--- config.mk ---
export PLATFORM = sky130hd
export DESIGN_NAME = mem_dump_uart_flat
export DESIGN_NICKNAME = d
export VERILOG_FILES = /design/src/rtl/mem_dump_uart_if.sv /design/src/rtl/mem_dump_uart.sv /design/src/flat_wrapper.sv
export SDC_FILE = /design/constraint.sdc
export NUM_CORES = 1
export LEC_CHECK = 0
export CAP_MARGIN = 20
export CORE_MARGIN = 5
export CORE_UTILIZATION = 32
export DETAILED_ROUTE_END_ITERATION = 10
export GPL_ROUTABILITY_DRIVEN = 0
export GPL_TIMING_DRIVEN = 0
export PLACE_DENSITY = 0.56
export SLEW_MARGIN = 0
export SYNTH_ARGS = -nofsm -noshare
export SYNTH_HDL_FRONTEND = slang
export SYNTH_SLANG_ARGS = --single-unit
--- constraint.sdc ---
create_clock -name clk -period 11.1 [get_ports clk]
set_input_delay 1.11 -clock clk [delete_from_list [all_inputs] [get_ports clk]]
set_output_delay 1.11 -clock clk [all_outputs]
set_load 0.01 [all_outputs]
--- src/rtl/mem_dump_uart_if.sv ---
// Bus bundle between the memory-dump UART stage, its host/start logic and dmem port B.
//   start      host request to begin a dump (sampled only while idle)
//   base_addr  first line address, captured on an accepted start
//   num_lines  number of lines to send, captured on an accepted start
//   mem_addr   line address driven to dmem port B
//   mem_rdata  dmem port B read data (registered read, valid one cycle after mem_addr)
//   busy       high from accepted start until the done cycle
//   done       one-cycle completion pulse
//   tx         UART serial output, idle high
interface mem_dump_uart_if;
  logic         start;
  logic [31:0]  base_addr;
  logic [15:0]  num_lines;
  logic [31:0]  mem_addr;
  logic [255:0] mem_rdata;
  logic         busy;
  logic         done;
  logic         tx;

  // Dump engine side.
  modport slave (
    input  start, base_addr, num_lines, mem_rdata,
    output mem_addr, busy, done, tx
  );

  // Host plus memory side.
  modport master (
    output start, base_addr, num_lines, mem_rdata,
    input  mem_addr, busy, done, tx
  );
endinterface

--- src/rtl/mem_dump_uart.sv ---
// Memory-line readout over UART. On an accepted start it walks num_lines memory lines from
// base_addr, latches each 256-bit line and sends its 32 bytes as 8N1 frames (LSB first, byte 0
// first), back to back. Ends with a one-cycle done pulse.
// Ports:
//   clk    system clock
//   reset  asynchronous, active-high reset
//   bus    mem_dump_uart_if.slave: start/base_addr/num_lines in, mem_addr out to dmem port B,
//          mem_rdata in, busy/done status out, tx serial out
module mem_dump_uart #(
  parameter int unsigned CLKS_PER_BIT = 434,
  parameter logic [31:0] ADDR_STEP    = 32'd1
) (
  input logic             clk,
  input logic             reset,
  mem_dump_uart_if.slave  bus
);

  localparam int unsigned LINE_BYTES = 32;
  localparam int unsigned BaudW      = (CLKS_PER_BIT > 1) ? $clog2(CLKS_PER_BIT) : 1;
  localparam logic [BaudW-1:0] BaudLast = BaudW'(CLKS_PER_BIT - 1);
  localparam logic [4:0]       LastByte = 5'(LINE_BYTES - 1);

  typedef enum logic [3:0] {
    StIdle,
    StAddr,
    StWait,
    StLatch,
    StStart,
    StData,
    StStop,
    StNext,
    StFinish
  } state_e;

  state_e       state_q, state_d;
  logic [31:0]  mem_addr_q, mem_addr_d;
  logic [15:0]  lines_left_q, lines_left_d;
  logic [255:0] line_q, line_d;
  logic [4:0]   byte_idx_q, byte_idx_d;
  logic [2:0]   bit_idx_q, bit_idx_d;
  logic [BaudW-1:0] baud_q, baud_d;
  logic         tx_q, tx_d;
  logic         busy_q, busy_d;
  logic         done_q, done_d;

  logic baud_last;
  assign baud_last = (baud_q == BaudLast);

  always_comb begin
    state_d      = state_q;
    mem_addr_d   = mem_addr_q;
    lines_left_d = lines_left_q;
    line_d       = line_q;
    byte_idx_d   = byte_idx_q;
    bit_idx_d    = bit_idx_q;
    baud_d       = baud_q;

    unique case (state_q)
      StIdle: begin
        if (bus.start) begin
          mem_addr_d   = bus.base_addr;
          lines_left_d = bus.num_lines;
          state_d      = (bus.num_lines == 16'd0) ? StFinish : StAddr;
        end
      end
      StAddr: state_d = StWait;
      StWait: state_d = StLatch;
      StLatch: begin
        // Line is captured once here; later mem_rdata activity cannot disturb the frames.
        line_d     = bus.mem_rdata;
        byte_idx_d = '0;
        bit_idx_d  = '0;
        baud_d     = '0;
        state_d    = StStart;
      end
      StStart: begin
        if (baud_last) begin
          baud_d    = '0;
          bit_idx_d = '0;
          state_d   = StData;
        end else begin
          baud_d = baud_q + 1'b1;
        end
      end
      StData: begin
        if (baud_last) begin
          baud_d = '0;
          if (bit_idx_q == 3'd7) begin
            state_d = StStop;
          end else begin
            bit_idx_d = bit_idx_q + 3'd1;
          end
        end else begin
          baud_d = baud_q + 1'b1;
        end
      end
      StStop: begin
        if (baud_last) begin
          baud_d = '0;
          if (byte_idx_q != LastByte) begin
            byte_idx_d = byte_idx_q + 5'd1;
            state_d    = StStart;
          end else begin
            state_d = StNext;
          end
        end else begin
          baud_d = baud_q + 1'b1;
        end
      end
      StNext: begin
        lines_left_d = lines_left_q - 16'd1;
        if (lines_left_q == 16'd1) begin
          state_d = StFinish;
        end else begin
          mem_addr_d = mem_addr_q + ADDR_STEP;
          state_d    = StAddr;
        end
      end
      StFinish: state_d = StIdle;
      default:  state_d = StIdle;
    endcase
  end

  // Outputs are derived from the next state so the registered copies line up with the state
  // they belong to, keeping tx glitch-free and exactly aligned to bit boundaries.
  always_comb begin
    tx_d = 1'b1;
    unique case (state_d)
      StStart: tx_d = 1'b0;
      StData:  tx_d = line_d[{byte_idx_d, bit_idx_d}];
      default: tx_d = 1'b1;
    endcase
    busy_d = (state_d != StIdle);
    done_d = (state_d == StFinish);
  end

  always_ff @(posedge clk or posedge reset) begin
    if (reset) begin
      state_q      <= StIdle;
      mem_addr_q   <= '0;
      lines_left_q <= '0;
      line_q       <= '0;
      byte_idx_q   <= '0;
      bit_idx_q    <= '0;
      baud_q       <= '0;
      tx_q         <= 1'b1;
      busy_q       <= 1'b0;
      done_q       <= 1'b0;
    end else begin
      state_q      <= state_d;
      mem_addr_q   <= mem_addr_d;
      lines_left_q <= lines_left_d;
      line_q       <= line_d;
      byte_idx_q   <= byte_idx_d;
      bit_idx_q    <= bit_idx_d;
      baud_q       <= baud_d;
      tx_q         <= tx_d;
      busy_q       <= busy_d;
      done_q       <= done_d;
    end
  end

  assign bus.mem_addr = mem_addr_q;
  assign bus.tx       = tx_q;
  assign bus.busy     = busy_q;
  assign bus.done     = done_q;

endmodule

--- src/flat_wrapper.sv ---
// flat-port wrapper written by rule: the top's interface ports become plain ports
module mem_dump_uart_flat 
#(
  parameter int unsigned CLKS_PER_BIT = 434,
  parameter logic [31:0] ADDR_STEP    = 32'd1
)
  (clk, reset, bus_start, bus_base_addr, bus_num_lines, bus_mem_rdata, bus_mem_addr, bus_busy, bus_done, bus_tx);
  mem_dump_uart_if bus_i ();
  input logic clk;
  input logic reset;
  input wire logic [$bits(bus_i.start)-1:0] bus_start;
  input wire logic [$bits(bus_i.base_addr)-1:0] bus_base_addr;
  input wire logic [$bits(bus_i.num_lines)-1:0] bus_num_lines;
  input wire logic [$bits(bus_i.mem_rdata)-1:0] bus_mem_rdata;
  output wire logic [$bits(bus_i.mem_addr)-1:0] bus_mem_addr;
  output wire logic [$bits(bus_i.busy)-1:0] bus_busy;
  output wire logic [$bits(bus_i.done)-1:0] bus_done;
  output wire logic [$bits(bus_i.tx)-1:0] bus_tx;
  assign bus_i.start = bus_start;
  assign bus_i.base_addr = bus_base_addr;
  assign bus_i.num_lines = bus_num_lines;
  assign bus_i.mem_rdata = bus_mem_rdata;
  assign bus_mem_addr = bus_i.mem_addr;
  assign bus_busy = bus_i.busy;
  assign bus_done = bus_i.done;
  assign bus_tx = bus_i.tx;
  mem_dump_uart #(.CLKS_PER_BIT(CLKS_PER_BIT), .ADDR_STEP(ADDR_STEP)) u_core (.clk(clk), .reset(reset), .bus(bus_i));
endmodule
==> key figures, run 1 <==
Synth
  • Async set or reset register ratio after synthesis: 100%
  • Synthesized netlist net count: 2267
  • Part of the Yosys area used for sequential elements: 49.3%
  • Count of flip-flops with a built-in enable after synthesis: 0
  • Post-Synthesis Cells: 1953
  • Synth cell types: 85
  • Warnings from Yosys: 0
  • Mean Syn Cell Area: 8.53 sq um
  • Cell Area, Synth: 16700 sq um
  • Prevailing post-synth register cell: dfrtp_1
  • Number of synthesized register bits: 328

Global route
  • Global-route wire length before repair: 96.8 mm
  • Via count of the first global-routing pass: 15900
  • Initial antenna violation count: 21
  • Tot GR Track Use: 22.0%
  • Maximum number of pins on one net before global-route repair: 121
  • Congestion Overflow GR: 0

Clock tree
  • Number of sinks on the clock net: 328
  • Post-CTS Hold Buffers: 0
  • Inserted Clock Buffers: 40
  • Root Buffer: clkbuf_16
  • Clock latency at the later pin of the worst-skew pair: 0.56 ns
  • Number of levels in the clock H-tree: 2
  • Worst-path clk slew: 0.06 ns
  • CTS tree: built
  • Number of buffers inserted to repair setup after CTS: 0
  • Post-cts gate resize count: 0
  • Maximum count of clock buffers along a single path: 3

Routing
  • Post-Route WL: 65.0 mm
  • Count of antenna-violating nets left after detailed routing: 0
  • Wire length per cell after detailed routing: 21.3 um
  • Vias per inst: 5.16
  • Number of search-and-repair iterations in the first detailed-routing pass: 5
  • Drt first-iter violations: 1324
  • Via count: 15700
  • # DRC: 0

Timing
  • Total count of hold-check failures in the final report: 0
  • Worst rel slew slack: 39.9%
  • Post-layout minimum cycle time: 4.00 ns
  • RSZ-0062 raised after global routing: false
  • Setup-failing EPs final: 0
  • Post-route clock period utilization: 36.0%
  • Worst Clk Skew: 0.0205 ns
  • Peak clock frequency supported by timing: 250 MHz
  • Final count of pins violating max slew: 0
  • Final setup slack of the worst path: 7.10 ns
  • Worst Hold Slack: 0.469 ns
  • Transition time at the pin with the least slew margin: 0.902 ns
  • Final TNS setup: 0 ns

Cells and area
  • Area of the multi-input gates: 7690 sq um
  • Post-synthesis to final-layout area growth: 33.1%
  • Final cell count without fillers: 3050
  • Final Instance Area: 22200 sq um
  • Post-layout net count: 2653
  • Footprint of the flip-flops and latches: 8210 sq um
  • Most common library cell in the layout ignoring fill and taps: nand2_1
  • Final design utilization: 43.1%
  • Number of fillers in the final layout: 5051
  • Most frequent cells in the layout: nand2_1, clkdlybuf4s50_1, dfrtp_1
  • Share of final-layout standard cells stronger than drive strength 1: 8.13%

Floorplanning
  • Area of the core: 51400 sq um
  • Die span in x: 238 um
  • Ports: 342
  • Number of cell rows: 83
  • Die Outline Area: 56700 sq um
  • Die Span Y: 238 um
  • Effective utilization at floorplan: 32.4%

Placed design
  • Area after DPL: 21000 sq um
  • IO buf count: 341
  • Dpl cells: 2977
  • Worst slack after detailed placement: 6.63 ns
  • Half-perimeter wire length after placement: 49.4 mm

Worst hold path
  • Worst min path class: reg -> reg

Job
  • Number of maximum-capacitance constraint violations: 0

Power
  • Power density over the cells: 237 nW/um^2
  • Post-layout power: 5.25 mW
  • Leak Pwr: 10.3 nW
  • Largest voltage drop on the vdd net: 0.115 mV

Setup path
  • Worst endpoint data arrival time: 4.48 ns
  • Worst Path Class, Setup: in -> reg
  • Critical path launch point type: input port
  • Type of element capturing the critical path: register
  • Data required, critical path: 11.58 ns
  • Maximum fanout encountered on the critical timing path: 3

Outcome
  • Outcome: complete, no violations
[registers in the layout (all words and copies together), names as in the netlist, 3 cells and up]
register,cells
u_core.byte_idx_q,5
u_core.line_q,256
u_core.bit_idx_q,3
u_core.baud_q,9
u_core.bus.mem_addr,32
u_core.lines_left_q,16
u_core.state_q,4
[cell usage after synthesis (3+ instances only)]
cell	instances	area [sq um]
nor2_1	129	484
o22ai_1	18	113
mux2_2	44	495
buf_1	9	33.8
or3_1	16	100
o31ai_1	6	45.0
clkbuf_1	52	195
or4_1	11	82.6
a32o_1	3	30.0
and2_1	5	31.3
o21ai_0	57	285
o211ai_1	39	293
o311ai_0	13	114
mux2i_1	75	751
dfrtp_1	327	8180
buf_2	44	220
buf_6	10	113
o311ai_1	7	61.3
nand2b_1	3	18.8
nor3_1	48	240
nand2_1	728	2730
nor4_1	6	37.5
and3_1	20	125
inv_1	17	63.8
a22oi_1	8	60.1
inv_2	4	15.0
o21ai_1	6	30.0
a211oi_1	6	45.0
a21oi_1	85	425
buf_4	11	82.6
a32oi_1	3	26.3
nand3_1	49	245
a31oi_1	8	50.1
ha_1	7	87.6
xor2_1	3	26.3
nand4_1	13	81.3
[report_power, final]
group / switching [mW] / leakage (nW) / internal (mW)
sequential: 0.250 / 3.96 / 1.77
clock: 0.510 / 0.560 / 0.700
combinational: 1.21 / 5.79 / 0.811
total: 1.97 / 10.3 / 3.28
[metal layers]
metal | vias to the layer above | track usage [%] | wire length (um)
met5 | - | 0 | 165
met4 | 24 | 6.21 | 1960
met3 | 125 | 7.11 | 5850
met2 | 623 | 35.0 | 29500
met1 | 7514 | 28.9 | 27500
li1 | 7440 | - | -
[final cells by class]
type                            count  share of cell area [%]
Tap cell                          680                    3.84
Inverter                           23                   0.423
Clock inverter                      6                   0.327
Multi-Input combinational cell   1474                    34.7
Antenna cell                        9                   0.102
Sequential cell                   328                    37.0
Clock buffer                       58                    4.91
Timing Repair Buffer              344                    15.7
Buffer                            128                    3.03
[worst max-delay path, stage by stage]
cell,delay [ns]
clkdlybuf4s50_1,0.58
or4b_2,0.60
nor4_1,0.61
nor2_1,0.15
nor4_2,0.57
or3_1,0.27
nor2_1,0.08
a22oi_2,0.19
o21ai_1,0.09
o22a_1,0.22
[worst paths after layout]
path	startpoint	endpoint	slack [ns]	cells past startpoint
min in group asynchronous	reset	u_core.lines_left_q[8]	1.11	2
hold / removal	u_core.line_q[129]	u_core.line_q[129]	0.47	2
setup / recovery	bus_start	u_core.bus.tx	7.10	10
setup reg to reg	u_core.baud_q[1]	u_core.bus.tx	7.23	15
hold reg to reg	u_core.line_q[129]	u_core.line_q[129]	0.47	2
max in group asynchronous	reset	u_core.line_q[78]	8.85	3
[logic make-up after synthesis]
kind of cell             after synthesis  synth area share (%)
buffers and inverters                151                  4.55
adder cells (fa/ha/maj)                7                 0.526
XOR/XNOR                               3                 0.158
AO/OA/AOI/OAI                        284                  10.9
AND/OR/NAND/NOR                     1057                  26.8
multiplexers                         123                  7.78
flip-flops                           328                  49.3
Note: power is estimated with default switching activity, not from simulation.
==> run 2: changes to the inputs <==
==> constraint.sdc (replaced) <==
create_clock -name clk -period 3.8 [get_ports clk]
set_input_delay 0.38 -clock clk [delete_from_list [all_inputs] [get_ports clk]]
set_output_delay 0.38 -clock clk [all_outputs]
set_load 0.01 [all_outputs]
==> run 2 against run 1 <==
  * Via count grew 0.72%
  * Critical endpoint unchanged
  * Register-to-register slack lost 7.0 ns
  * First-iteration DRC count grew 1.8%
  * Global-route usage grew 0.48 points
  * Clock power grew to 3.2 times the previous value
  * Critical path depth grew 5
  * Die area is the same
  * Hold slack lost 0.28 ns
==> key figures, run 2 (synthesized netlist as in run 1, its figures left out) <==
Floorplanning
  • Number of cell rows: 83 (unchanged)
  • Area of the core: 51400 sq um (unchanged)
  • Die Outline Area: 56700 sq um (unchanged)
  • Ports: 342 (unchanged)
  • Die span in x: 238 um (unchanged)
  • Die Span Y: 238 um (unchanged)
  • Effective utilization at floorplan: 32.4% (unchanged)

Clock tree
  • Worst-path clk slew: 0.06 ns (about the same)
  • Clock latency at the later pin of the worst-skew pair: 0.57 ns (was 0.56 ns)
  • Number of levels in the clock H-tree: 2 (unchanged)
  • Number of sinks on the clock net: 328 (unchanged)
  • Inserted Clock Buffers: 40 (unchanged)
  • Maximum count of clock buffers along a single path: 3 (unchanged)
  • Post-CTS Hold Buffers: 0 (unchanged)
  • CTS tree: built (unchanged)
  • Root Buffer: clkbuf_16 (unchanged)

Setup path
  • Type of element capturing the critical path: register (unchanged)
  • Data required, critical path: 4.30 ns (was 11.58 ns)
  • Critical path launch point type: register (was input port)
  • Crit path max-delay cell type: clkbuf_1 (was nor4_1)
  • Worst Path Class, Setup: reg -> reg (was in -> reg)
  • Maximum fanout encountered on the critical timing path: 10 (was 3)
  • Cell breakdown of the critical path: inv_1 -> ha_1 -> and4b_1 -> and2_1 -> a32o_1 -> a22oi_1 -> inv_2 -> buf_2 -> clkbuf_1 -> o311ai_0 -> o211ai_1 -> nand4_1 -> a22oi_2 -> o21ai_1 -> o22a_1 (was clkdlybuf4s50_1 -> or4b_2 -> nor4_1 -> nor2_1 -> nor4_2 -> or3_1 -> nor2_1 -> a22oi_2 -> o21ai_1 -> o22a_1)
  • Worst endpoint data arrival time: 4.08 ns (was 4.48 ns)
  • Largest stage delay on the critical path: 0.47 ns (was 0.61 ns)

Cells and area
  • Share of final-layout standard cells stronger than drive strength 1: 9.01% (was 8.13%)
  • Flip-flop count of the largest register, all copies and words added: 256 (unchanged)
  • Area of the multi-input gates: 7700 sq um (was 7690 sq um)
  • Final design utilization: 43.7% (was 43.1%)
  • Post-layout net count: 2663 (was 2653)
  • Post-synthesis to final-layout area growth: 34.9% (was 33.1%)
  • Most common library cell in the layout ignoring fill and taps: nand2_1 (unchanged)
  • Largest register by flop count: u_core.line_q (unchanged)
  • Most frequent cells in the layout: nand2_1, clkdlybuf4s50_1, dfrtp_1 (unchanged)
  • Number of fillers in the final layout: 5115 (was 5051)
  • Footprint of the flip-flops and latches: 8210 sq um (unchanged)

Routing
  • Count of antenna-violating nets left after detailed routing: 0 (unchanged)
  • Post-Route WL: 65.9 mm (was 65.0 mm)
  • Vias per inst: 5.17 (was 5.16)
  • Wire length per cell after detailed routing: 21.5 um (was 21.3 um)
  • Number of search-and-repair iterations in the first detailed-routing pass: 10 (was 5)
  • Via count: 15800 (was 15700)
  • Drt first-iter violations: 1348 (was 1324)
  • # DRC: 0 (unchanged)

Outcome
  • Outcome: complete, no violations (unchanged)

Power
  • Clock share of power: 24.6% (was 23.0%)
  • Largest voltage drop on the vdd net: 0.322 mV (was 0.115 mV)
  • Switching power as a share of total power: 37.3% (was 37.6%)
  • Logic pwr share: 37.9% (was 38.5%)
  • P_sw: 5.86 mW (was 1.97 mW)
  • Internal power: 9.85 mW (was 3.28 mW)
  • Power density over the cells: 699 nW/um^2 (was 237 nW/um^2)
  • Leak Pwr: 10.5 nW (was 10.3 nW)
  • Reg power frac: 37.6% (was 38.4%)
  • Post-layout power: 15.7 mW (was 5.25 mW)

Timing
  • Final count of pins violating max slew: 0 (unchanged)
  • Post-route clock period utilization: 94.4%
  • Worst Clk Skew: 0.0264 ns (was 0.0205 ns)
  • Final TNS setup: 0 ns (unchanged)
  • Total count of hold-check failures in the final report: 0 (unchanged)
  • Transition time at the pin with the least slew margin: 1.14 ns (was 0.902 ns)
  • Worst Hold Slack: 0.187 ns (was 0.469 ns)
  • RSZ-0062 raised after global routing: false (unchanged)
  • Worst rel slew slack: 23.3% (was 39.9%)
  • Peak clock frequency supported by timing: 279 MHz
  • Post-layout minimum cycle time: 3.59 ns
  • Setup-failing EPs final: 0 (unchanged)

Global route
  • Congestion Overflow GR: 0 (unchanged)
  • Global-route wire length before repair: 99.0 mm (was 96.8 mm)
  • Initial antenna violation count: 19 (was 21)
  • Maximum number of pins on one net before global-route repair: 43 (was 121)
  • Tot GR Track Use: 22.5% (was 22.0%)
  • Via count of the first global-routing pass: 16100 (was 15900)

Worst hold path
  • Worst min path class: in -> async (was reg -> reg)

Job
  • Number of maximum-capacitance constraint violations: 0 (unchanged)

Placed design
  • Half-perimeter wire length after placement: 50.6 mm (was 49.4 mm)
  • IO buf count: 341 (unchanged)
run 2: cell types whose count changed in the layout (fill, tap and decap cells not counted), sizes merged:
cell | previous run | this run
clkdlybuf4s18 | 1 | 0
inv | 22 | 21
clkbuf | 112 | 117
clkinvlp | 1 | 2
buf | 76 | 85
bufinv | 1 | 2
clkinv | 5 | 6
run 2: final cells by class:
type | count | share of cell area, %
Sequential cell | 328 | 36.5
Multi-Input combinational cell | 1474 | 34.3
Clock inverter | 8 | 0.495
Inverter | 23 | 0.401
Tap cell | 680 | 3.78
Clock buffer | 61 | 5.30
Timing Repair Buffer | 354 | 16.1
Antenna cell | 9 | 0.100
Buffer | 128 | 3.02
run 2: power groups by stage:
stage | logic [mW] | clock network (mW) | registers [mW]
floorplan | 3.69 | 0 | 5.83
global placement | 5.74 | 0 | 5.89
detailed placement | 5.88 | 0 | 5.92
CTS | 5.93 | 3.94 | 5.88
global route | 6.62 | 4.09 | 6.06
finish | 5.95 | 3.86 | 5.90
run 2: worst max-delay path: cells and delay by family, from the launching register on:
kind / cells / cell delay [ns]
buffers and inverters: 4 / 0.99
adder cells (fa/ha/maj): 1 / 0.14
AO/OA/AOI/OAI: 7 / 1.34
AND/OR/NAND/NOR: 3 / 0.66
flip-flops: 1 / 0.39
run 2: timing repair:
item,CTS,global route
endpoints found under the setup margin,0,1
resized for setup,0,7
setup buffers,0,4
run 2: layer usage:
metal | global-route usage (%) | wire length (um) | up-vias
met2 | 35.8 | 29900 | 653
met3 | 6.53 | 5710 | 130
li1 | - | - | 7457
met5 | 0 | 158 | -
met4 | 6.94 | 2180 | 22
met1 | 29.7 | 28000 | 7578
run 2: worst paths after layout:
check / depth (start not counted) / slack, ns / from / to
worst min-delay path: 2 / 0.19 / reset / u_core.lines_left_q[9]
worst min register to register: 2 / 0.47 / u_core.line_q[85] / u_core.line_q[85]
worst max-delay path: 15 / 0.21 / u_core.baud_q[1] / u_core.bus.tx
min in group clk: 3 / 0.36 / bus_mem_rdata[146] / u_core.line_q[146]
worst max register to register: 15 / 0.21 / u_core.baud_q[1] / u_core.bus.tx
max in group asynchronous: 5 / 2.55 / reset / u_core.line_q[205]
run 2: metrics by stage:
step                setup WS, ns  cells  cell area, sq um
CTS                      0.00986   3052             22400
floorplan                 -0.958   1953             16700
global route              0.0287   3057             22500
finish                     0.212   3065             22500
detailed placement       0.00899   2983             21100
global placement           -3.46   2974             20900
